[src/rtl/reload_arbiter.sv]
// Shared self-reloading 4-bit counter. At each wrap (count==15) one pending
// requester is granted round-robin and its reload value is loaded into the counter.
module reload_arbiter #(
   parameter int NUM_REQ = 4
) (
   input  logic                 clk,
   input  logic                 reset_n,
   input  logic [NUM_REQ-1:0]   req_i,
   input  logic [4*NUM_REQ-1:0] load_val_i,
   output logic [NUM_REQ-1:0]   gnt_o,
   output logic [3:0]           count_o,
   output logic                 wrap_o
);

   localparam int PTR_W = (NUM_REQ > 1) ? $clog2(NUM_REQ) : 1;

   logic [3:0]         count_q, count_d;
   logic [NUM_REQ-1:0] gnt_q, gnt_d;
   logic [PTR_W-1:0]   rr_ptr_q, rr_ptr_d;

   logic [NUM_REQ-1:0] eligible;
   logic               found;
   logic [PTR_W-1:0]   win;
   logic [PTR_W-1:0]   idx_w;
   logic [3:0]         load_arr [NUM_REQ];
   int                 idx;
   int                 nxt;

   for (genvar k = 0; k < NUM_REQ; k++) begin : g_unpack
      assign load_arr[k] = load_val_i[4*k+3:4*k];
   end

   // A requester whose grant is still visible is masked so a late drop of req cannot win twice.
   always_comb begin
      eligible = req_i & ~gnt_q;
      found    = 1'b0;
      win      = '0;
      idx      = 0;
      idx_w    = '0;
      nxt      = 0;
      for (int i = 0; i < NUM_REQ; i++) begin
         idx = int'(rr_ptr_q) + i;
         if (idx >= NUM_REQ) idx = idx - NUM_REQ;
         idx_w = PTR_W'(idx);
         if (!found && eligible[idx_w]) begin
            found = 1'b1;
            win   = idx_w;
         end
      end

      count_d  = count_q + 4'd1;
      gnt_d    = '0;
      rr_ptr_d = rr_ptr_q;
      if (count_q == 4'hf) begin
         if (found) begin
            count_d    = load_arr[win];
            gnt_d[win] = 1'b1;
            nxt        = int'(win) + 1;
            if (nxt >= NUM_REQ) nxt = 0;
            rr_ptr_d   = PTR_W'(nxt);
         end else begin
            count_d = 4'd0;
         end
      end
   end

   always_ff @(posedge clk or negedge reset_n) begin
      if (!reset_n) begin
         count_q  <= 4'd0;
         gnt_q    <= '0;
         rr_ptr_q <= '0;
      end else begin
         count_q  <= count_d;
         gnt_q    <= gnt_d;
         rr_ptr_q <= rr_ptr_d;
      end
   end

   assign gnt_o   = gnt_q;
   assign count_o = count_q;
   assign wrap_o  = (count_q == 4'hf);

endmodule

[config.mk]
export PLATFORM = sky130hd
export DESIGN_NAME = reload_arbiter
export DESIGN_NICKNAME = d
export VERILOG_FILES = /design/src/rtl/reload_arbiter.sv
export SDC_FILE = /design/constraint.sdc
export NUM_CORES = 1
export LEC_CHECK = 0
export ABC_CLOCK_PERIOD_IN_PS = 2300
export BUFFER_PORTS_ARGS = -buffer_cell sky130_fd_sc_hd__buf_4
export CORE_AREA = 2 2 44 46
export DETAILED_ROUTE_END_ITERATION = 8
export DIE_AREA = 0 0 46 48
export PLACE_DENSITY_LB_ADDON = 0.15
export SLEW_MARGIN = 20
export SYNTH_ARGS = -nofsm -noshare
export SYNTH_HDL_FRONTEND = slang
export SYNTH_SLANG_ARGS = --single-unit
export TNS_END_PERCENT = 50
[constraint.sdc]
create_clock -name clk -period 2.3 [get_ports clk]
set_clock_uncertainty 0.05 [all_clocks]
set_input_delay 0.575 -clock clk [delete_from_list [all_inputs] [get_ports clk]]
set_output_delay 0.575 -clock clk [all_outputs]
set_load 0.01 [all_outputs]
* After elaboration in Yosys (flattened, before gate mapping) *
Cells that the tools add are included.

word-level totals
  flip-flop bits (word level) = 10
  input bits = 22
  output and inout bits = 9
  word-level logic and storage cells = 66

operators by class
  reductions and logical operators = 8
  magnitude comparators = 12
  muxes and demuxes = 30
  bitwise operators = 3
  equal/unequal tests = 1
  add/sub/neg operators = 9

operators by type and width
  kind                   number
  $mux W4                6
  $mux W2                9
  $ge A3 B3 Y1 const B   5
  $lt A2 B3 Y1 const B   5
  $mux W1                9
  $bmux W1 S2            4
  $bmux W4 S2            1
  $sub A2 B1 Y2 const B  4
  $add A2 B1 Y3 const B  2
  $add A2 B2 Y3 const B  2
  $add A4 B1 Y4 const B  1
  $and A4 B4 Y4          1
  $eq A4 B4 Y1 const B   1
  $logic_and A1 B1 Y1    4
  $not A4 Y4             1
  $ge A2 B3 Y1 const B   1
  $logic_not A1 Y1       3
  $not A2 Y3             1
  $demux W1 S2           1
  $ge A2 B1 Y1 const B   1
  $reduce_and A2 Y1      1

* Longest topological paths before layout *
Gate-level depths: netlist of the first run.

  word-level depth = 20
  gate-level depth with buffers = 6
  mapped depth without buffers = 6

* Least setup slack after synthesis of the first run *
Ideal clock, no wire load.

  kind = input to register
  start = input req_i[2]
  end = register count_q[3], in the netlist count_o[3]
  required time = 2.130 ns
  buffers on the path = 0
  stages on the path = 6
  arrival time = 1.988 ns
  library setup time = 0.120 ns
  path slack = 0.141 ns
  path through = nor3b_1 > a211o_1 > a21oi_4 > inv_2 > mux4_2 > a41o_1

on the way
  word-level cells in the longest chain between the ends = 19
  elaborated cells on any way between the ends = 29
  those cells by class = 21 x mux; 2 x bitwise; 6 x reduce/logical

RTL lines
  what                                        RTL line  source
  start, declared                             8         input logic [NUM_REQ-1:0] req_i,
  $and A4 B4 Y4 (*)                           35        eligible = req_i & ~gnt_q;
  $bmux W1 S2                                 45        if (!found && eligible[idx_w]) begin
  $mux W1 (not written as such)               45
  $mux W1                                     45
  $logic_not A1 Y1                            45
  $logic_and A1 B1 Y1                         45
  $mux W1                                     45
  $logic_not A1 Y1                            45
  [3 not listed]                              -
  $logic_and A1 B1 Y1                         45
  $mux W2                                     45
  $not A2 Y3 (not written as such)            56        count_d = load_arr[win];
  $bmux W4 S2                                 56
  $mux W4 (not written as such) (2 in a row)  56
  $mux W4 (*)                                 55        if (found) begin
  $mux W4 (*)                                 54        if (count_q == 4'hf) begin
  net count_d[3]                              17        logic [3:0] count_q, count_d;
  end signal, assigned                        73        count_q <= count_d;
  end, declared                               17

Mark *: on every way through the listed nets, which the timed path passes. The rest lies on a longest branch. The select of a mux whose other input is x is not followed.
A chain may end at the register's enable or synchronous reset.

* Worst setup path in the final report of the first run *
  start = input req_i[0]
  end = register count_q[3], in the netlist count_o[3]

Same word-level chain as after synthesis.

==> results of run 1 <==
metal layers:
metal,global-route usage (%),part of all wire (%),vias to the layer above
met5,0,0,-
met3,4.15,6.4,6
met4,15.4,2.7,0
met2,31.7,46,39
li1,-,-,379
met1,26.1,45,360
kinds of logic (layout without fill, tap and decap cells):
family | Yosys count | after routing | synth area share [%]
compound gates | 29 | 29 | 28.6
xor+xnor | 1 | 1 | 1.13
fa+ha+maj | 5 | 5 | 8.04
buf+inv | 7 | 47 | 3.38
flops | 10 | 10 | 32.2
mux | 5 | 5 | 8.20
simple gates | 23 | 23 | 18.5
Yosys cell counts:
cell type,instances,share of area (%)
o21ai_0,3,1.9
nand2b_1,3,2.4
o32a_1,1,1.3
inv_2,2,0.96
nor2_1,2,0.96
xnor2_1,1,1.1
nor2b_1,4,3.2
a21oi_4,1,2.1
dfrtp_1,10,32
a21oi_1,6,3.9
a211o_4,1,2.3
o2111ai_1,1,1.1
inv_1,4,1.9
nand2_1,4,1.9
clkbuf_1,1,0.48
nor3b_1,2,1.9
and2_1,4,3.2
nand2b_4,2,3.5
o211ai_1,5,4.8
a21o_1,1,0.96
a211oi_1,1,0.96
mux2i_1,3,3.9
a22o_1,1,1.1
ha_1,5,8.0
a211o_1,2,2.3
nand3_1,2,1.3
a31oi_1,3,2.4
a41o_1,1,1.3
mux4_2,1,2.9
mux2_2,1,1.4
a221oi_1,2,2.3
final timing paths:
check,start,end,slack (ps),cells after the start
hold reg to reg,rr_ptr_q[0],rr_ptr_q[0],530,1
setup reg to reg,gnt_o[0],count_o[3],260,7
min in group clk,rr_ptr_q[0],rr_ptr_q[0],530,1
setup / recovery,req_i[0],count_o[3],190,8
max in group asynchronous,reset_n,gnt_o[0],1960,1
hold / removal,reset_n,count_o[3],80,1
power by group through the flow:
stage          clock network [uW]  logic (uW)  registers, uW
2_1_floorplan                   0         413            324
3_3_place_gp                    0         680            318
3_5_place_dp                    0         694            322
4_1_cts                       120         700            320
5_1_grt                       128         771            331
6_report                      116         698            322
state kept, by name (all words and copies together) (netlist names):
name / cells
count_o: 4
gnt_o: 4
rr_ptr_q: 2
layout make-up:
cell class              count  area (um^2)
clock buffers               3         22.5
inverters                   6         22.5
repair buffers             38          285
multi-input cells          63          502
fillers                   139          586
flip-flops and latches     10          250
well taps                  17         21.3
metrics by stage:
stage / hold WS [ps] / setup TNS (ps) / power, uW
after floorplan: 229 / 0 / 737
after global placement: 364 / -15.4 / 998
after detailed placement: 366 / -76.6 / 1020
after CTS: 78.6 / 0 / 1140
after global routing: 75.9 / 0 / 1230
final: 83.4 / 0 / 1130
layout by cell type, fill, tap and decap left out:
| cell type | n |
|---|---|
| a211o_1 | 2 |
| a211o_4 | 1 |
| a211oi_1 | 1 |
| a21o_1 | 1 |
| a21oi_1 | 6 |
| a21oi_4 | 1 |
| a221oi_1 | 2 |
| a22o_1 | 1 |
| a31oi_1 | 3 |
| a41o_1 | 1 |
| and2_1 | 4 |
| buf_4 | 38 |
| clkbuf_4 | 3 |
| dfrtp_1 | 10 |
| ha_1 | 5 |
| inv_1 | 4 |
| inv_2 | 2 |
| mux2_2 | 1 |
| mux2i_1 | 3 |
| mux4_2 | 1 |
| nand2_1 | 4 |
| nand2b_1 | 3 |
| nand2b_4 | 2 |
| nand3_1 | 2 |
| nor2_1 | 2 |
| nor2b_1 | 4 |
| nor3b_1 | 2 |
| o2111ai_1 | 1 |
| o211ai_1 | 5 |
| o21ai_0 | 3 |
| o32a_1 | 1 |
| xnor2_1 | 1 |
worst max-delay path, cell delays in order:
cell and delay (ps):
buf_4 120, nor3b_1 130, buf_4 150, a211o_4 340, a21oi_4 170, inv_2 60
mux4_2 420, a41o_1 260
==> summary.md, run 1 <==
| Metric | Value |
|---|---|
| Die Y-Extent | `48 um` |
| Worst min path class | `input port to asynchronous set/reset pin` |
| Inst Count DP | `134` |
| Max-Cap Viols | `0` |
| Die extent in x | `roughly 46 um` |
| Seq cells post-synth | `10` |
| CTS resizes | `0` |
| Detailed Route WL | `2060 um` |
| Outcome | `completed` |
| Sw power | `about 470 uW` |
| Placed cell areas | `1080 um^2` |
| Number of global-route vias before repair | `738` |
| Routed Antenna Nets | `0` |
| Critical Path RT | `2400 ps` |
| Syn avg cell area | `9.73 um^2` |
| Detailed-route wire length per cell | `15.0 um` |
| Clock sink count | `10` |
| TritonRoute pass-1 iters | `4` |
| DRT iter0 DRCs | `23` |
| Die footprint | `2210 um^2` |
| Via count | `a little under 800` |
| Clock power share | `10.2%` |
| Total global-route track usage | `20.8%` |
| Synth warn | `0` |
| IO buf count | `30` |
| H-tree depth | `1` |
| P&R area growth vs syn | `41.8%` |
| Hold Vio Cnt, Final | `0` |
| Sw frac | `between 40 and 50%` |
| Deepest clock path buffer count | `2` |
| Final Util | `65.3%` |
| Maximum vdd drop | `about 0.47 mV` |
| Worst slew pin tran | `321 ps` |
| NumNets Final | `149` |
| Worst skew pair latency | `260 ps` |
| Clk slew on worst S/H paths | `70 ps` |
| GR Overflow Total | `0` |
| Combinational power share | `61.5%` |
| Syn Nets | `107` |
| Power density over the cells | `roughly 1000 nW/um^2` |
| Drc violations | `0` |
| Critical path capture point type | `flop` |
| Final cell count without fillers | `~140` |
| Initial antenna violation count | `0` |
| Layout cells sized above 1 | `40.8%` |
| Register area share after synthesis | `~32%` |
| Post-route minimum period | `2110 ps` |
| Post-Synthesis Cells | `80` |
| # setup viols final | `0` |
| Gpl congestion | `0.938` |
| Cell Area, Synth | `778 um^2` |
| Global-route wire length before repair | `3150 um` |
| CTS root buf | `clkbuf_4` |
| Worst Slack Setup Final | `190 ps` |
| Boundary Pins | `31` |
| RSZ-0062 raised after global routing | `no` |
| Initial Util | `46.1%` |
| Pin count of the biggest net entering global routing | `12` |
| Netlist cell types | `31` |
| Pre-CTS WS | `-76.6 ps` |
| Final critical-path share of the clock period | `approximately nine tenths` |
| Num rows | `15` |
| Antenna Cells | `0` |
| Number of buffers created by CTS | `3` |
| Max-slew violation count | `0` |
| Total core area | `1690 um^2` |
| HPWL Detailed | `1660 um` |
| Slew margin rel. | `78.6%` |
| CTS tree | `built` |
| Sequential share of power | `28.4%` |
| FMAX | `around 470 MHz` |
| Post-CTS Hold Buffers | `0` |
| Internal power | `about 670 uW` |
| Critical path data arrival time | `approximately 2200 ps` |
| Startpoint Class | `input port` |
| Post-CTS setup buffer count | `0` |
| Leak | `0.000549 uW` |
| Post-route cell area | `1100 um^2` |
| CP Class | `input port to flop` |
| Drt via density | `5.72` |
| Max FO, Critical Path | `5` |
Note: power is estimated with default switching activity, not from simulation.
==> run 2, diff against run 1 <==
--- a/config.mk
+++ b/config.mk
@@ -10,7 +10,8 @@
 export CORE_AREA = 2 2 44 46
 export DETAILED_ROUTE_END_ITERATION = 8
 export DIE_AREA = 0 0 46 48
-export PLACE_DENSITY_LB_ADDON = 0.15
+export PLACE_DENSITY = 0.75
+export SETUP_SLACK_MARGIN = 0.2
 export SLEW_MARGIN = 20
 export SYNTH_ARGS = -nofsm -noshare
 export SYNTH_HDL_FRONTEND = slang
==> run 2 against run 1 <==
  * Via count fell by 3.8%
  * Clock power grew 3%
  * Worst setup slack improved by 85 ps
  * First-iteration DRC count down 13%
  * Die area did not move
  * Combinational power decreased by 5.9%
  * Maximum frequency up 4.2%
  * Register-to-register slack improved by 30 ps
  * Sequential cell count is the same
  * Hold slack worse by 14 ps
  * Largest power group unchanged
==> summary.md, run 2 (synthesis gave the netlist of run 1 again) <==
| Metric | Value |
|---|---|
| CTS tree | `built` |
| Clock sink count | `10 (unchanged)` |
| TritonRoute pass-1 iters | `4 (unchanged)` |
| Routed Antenna Nets | `0 (unchanged)` |
| Final critical-path share of the clock period | `88.1% (-3.7 points)` |
| Final cell count without fillers | `132 (-3.6%)` |
| NumNets Final | `144 (-3.4%)` |
| Pin count of the biggest net entering global routing | `11 (-1)` |
| Gpl congestion | `0.839 (-11%)` |
| Max FO, Critical Path | `5 (unchanged)` |
| Post-route cell area | `1100 um^2 (-0.57%)` |
| FF-to-FF End | `count_o[3]` |
| Total core area | `1690 um^2 (unchanged)` |
| Sw power | `460 uW (-2.1%)` |
| Sequential share of power | `29.6% (+1.2 points)` |
| Max-Cap Viols | `0 (unchanged)` |
| Worst slew pin tran | `457 ps (+136 ps)` |
| RSZ-0062 raised after global routing | `no` |
| Inst Count DP | `129 (-3.7%)` |
| CP Class | `input port to flop` |
| IO buf count | `30 (unchanged)` |
| Slew margin rel. | `69.4% (-9.2 points)` |
| Crit path cell chain | `buf_4 -> nor2b_1 -> nor2_1 -> a21oi_4 -> inv_2 -> mux4_2 -> a41o_1` |
| Placed cell areas | `1070 um^2 (-0.58%)` |
| Post-route minimum period | `2030 ps (-84.9 ps)` |
| FMAX | `494 MHz (+4.2%)` |
| Combinational power share | `59.5% (-2.0 points)` |
| Startpoint Class | `input port` |
| Most frequent cells in the layout | `buf_4 (33), dfrtp_1 (10), a21oi_1 (6), o211ai_1 (5), ha_1 (5)` |
| Final Util | `65.0% (-0.37 points)` |
| Clk slew on worst S/H paths | `60 ps (about the same)` |
| Worst min path class | `input port to asynchronous set/reset pin` |
| Die footprint | `2210 um^2 (unchanged)` |
| Number of global-route vias before repair | `689 (-6.6%)` |
| Post-CTS setup buffer count | `0 (unchanged)` |
| DRT iter0 DRCs | `20 (-13%)` |
| Met3 wire length | `80 um (-39%)` |
| HPWL Detailed | `1580 um (-4.5%)` |
| Leak | `0.000540 uW (-1.7%)` |
| Initial antenna violation count | `0 (unchanged)` |
| Post-CTS Hold Buffers | `0 (unchanged)` |
| Die Y-Extent | `48 um (unchanged)` |
| Max-slew violation count | `0 (unchanged)` |
| Overall power | `1100 uW (-2.8%)` |
| Register area | `250 um^2 (unchanged)` |
| Sw frac | `41.7% (+0.33 points)` |
| Multi-input gate area | `533 um^2 (+6.2%)` |
| Critical path data arrival time | `2140 ps (-80 ps)` |
| Global-route wire length before repair | `2950 um (-6.1%)` |
| Total global-route track usage | `19.7% (-1.1 points)` |
| R2R depth | `6 (-1)` |
| Internal power | `643 uW (-3.4%)` |
| Reg2reg start | `gnt_o[3]` |
| Max stage delay cell, worst path | `mux4_2` |
| Maximum vdd drop | `0.656 mV (+39%)` |
| CTS resizes | `0 (unchanged)` |
| Antenna Cells | `0 (unchanged)` |
| Clock power share | `10.9% (+0.7 points)` |
| Max Used Layer | `met4` |
| Met1 wire length | `811 um (-13%)` |
| Hold Vio Cnt, Final | `0 (unchanged)` |
| Drc violations | `0 (unchanged)` |
| Detailed Route WL | `1890 um (-8.3%)` |
| Num rows | `15 (unchanged)` |
| Die extent in x | `46 um (unchanged)` |
| Drt via density | `5.71 (-0.18%)` |
| Initial Util | `46.1% (unchanged)` |
| Via count | `754 (-3.8%)` |
| Number of buffers created by CTS | `3 (unchanged)` |
| P&R area growth vs syn | `41.0%` |
| Slowest cell delay on critical path | `490 ps (+70 ps)` |
| Boundary Pins | `31 (unchanged)` |
| Layout cells sized above 1 | `41.7% (+0.91 points)` |
| Critical Path RT | `2410 ps (about the same)` |
| Outcome | `completed` |
| GR Overflow Total | `0 (unchanged)` |
| Worst skew pair latency | `270 ps (about the same)` |
| TNS Setup | `0 ps (unchanged)` |
| Detailed-route wire length per cell | `14.3 um (-4.8%)` |
| Leading cell type in the layout, fill and taps excluded | `buf_4` |
| CTS root buf | `clkbuf_4` |
| Critical path capture point type | `flop` |
| Deepest clock path buffer count | `2 (unchanged)` |
| Met2 routed WL | `950 um (+1.2%)` |
| # setup viols final | `0 (unchanged)` |
| Reg-to-reg slack, setup | `290 ps (+30 ps)` |
| Filler cells | `145 (+4.3%)` |
| Power density over the cells | `1010 nW/um^2 (-2.3%)` |
| H-tree depth | `1 (unchanged)` |
run 2: cell count changes in the layout (fill, tap and decap cells not counted), sizes merged:
| cell | delta |
|---|---|
| buf | -5 |
run 2: critical path, delay by kind of cell:
kind	cells	cell delay [ps]
muxes	1	490
AOI/OAI and AO/OA	2	320
buffers and inverters	2	200
and+or+nand+nor	2	540
run 2: power groups by stage:
stage | Combinational [uW] | Sequential [uW] | Clock, uW
floorplan | 424 | 334 | 0
global placement | 646 | 328 | 0
detailed placement | 658 | 328 | 0
CTS | 660 | 325 | 125
global route | 727 | 336 | 132
finish | 657 | 326 | 120
run 2: layout make-up:
class	instances	share of cell area, %
Timing Repair Buffer	33	22.6
Clock buffer	3	2.05
Multi-Input combinational cell	63	48.6
Sequential cell	10	22.8
Inverter	6	2.05
Tap cell	17	1.94
run 2: stage by stage:
step | setup slack, ps | hold slack, ps
6_report | 274 | 69.8
5_1_grt | 209 | 74.6
4_1_cts | 281 | 67.2
3_5_place_dp | 9.02 | 361
3_3_place_gp | 74.6 | 361
2_1_floorplan | 201 | 229
run 2: worst max path at each step:
stage | slack, ps | endpoint | start | cells after the start
CTS | 280 | count_o[3] | gnt_o[3] | 6
floorplan | 200 | count_o[3] | req_i[0] | 6
finish | 270 | count_o[3] | req_i[1] | 7
detailed placement | 9 | count_o[3] | req_i[1] | 7
global route | 210 | count_o[3] | gnt_o[2] | 5
global placement | 70 | count_o[3] | req_i[1] | 7
run 2: routing by layer:
| metal | GRT usage (%) | vias to the layer above |
|---|---|---|
| met5 | 0 | - |
| met4 | 13.7 | 0 |
| li1 | - | 371 |
| met1 | 24.9 | 354 |
| met3 | 3.40 | 4 |
| met2 | 30.6 | 25 |
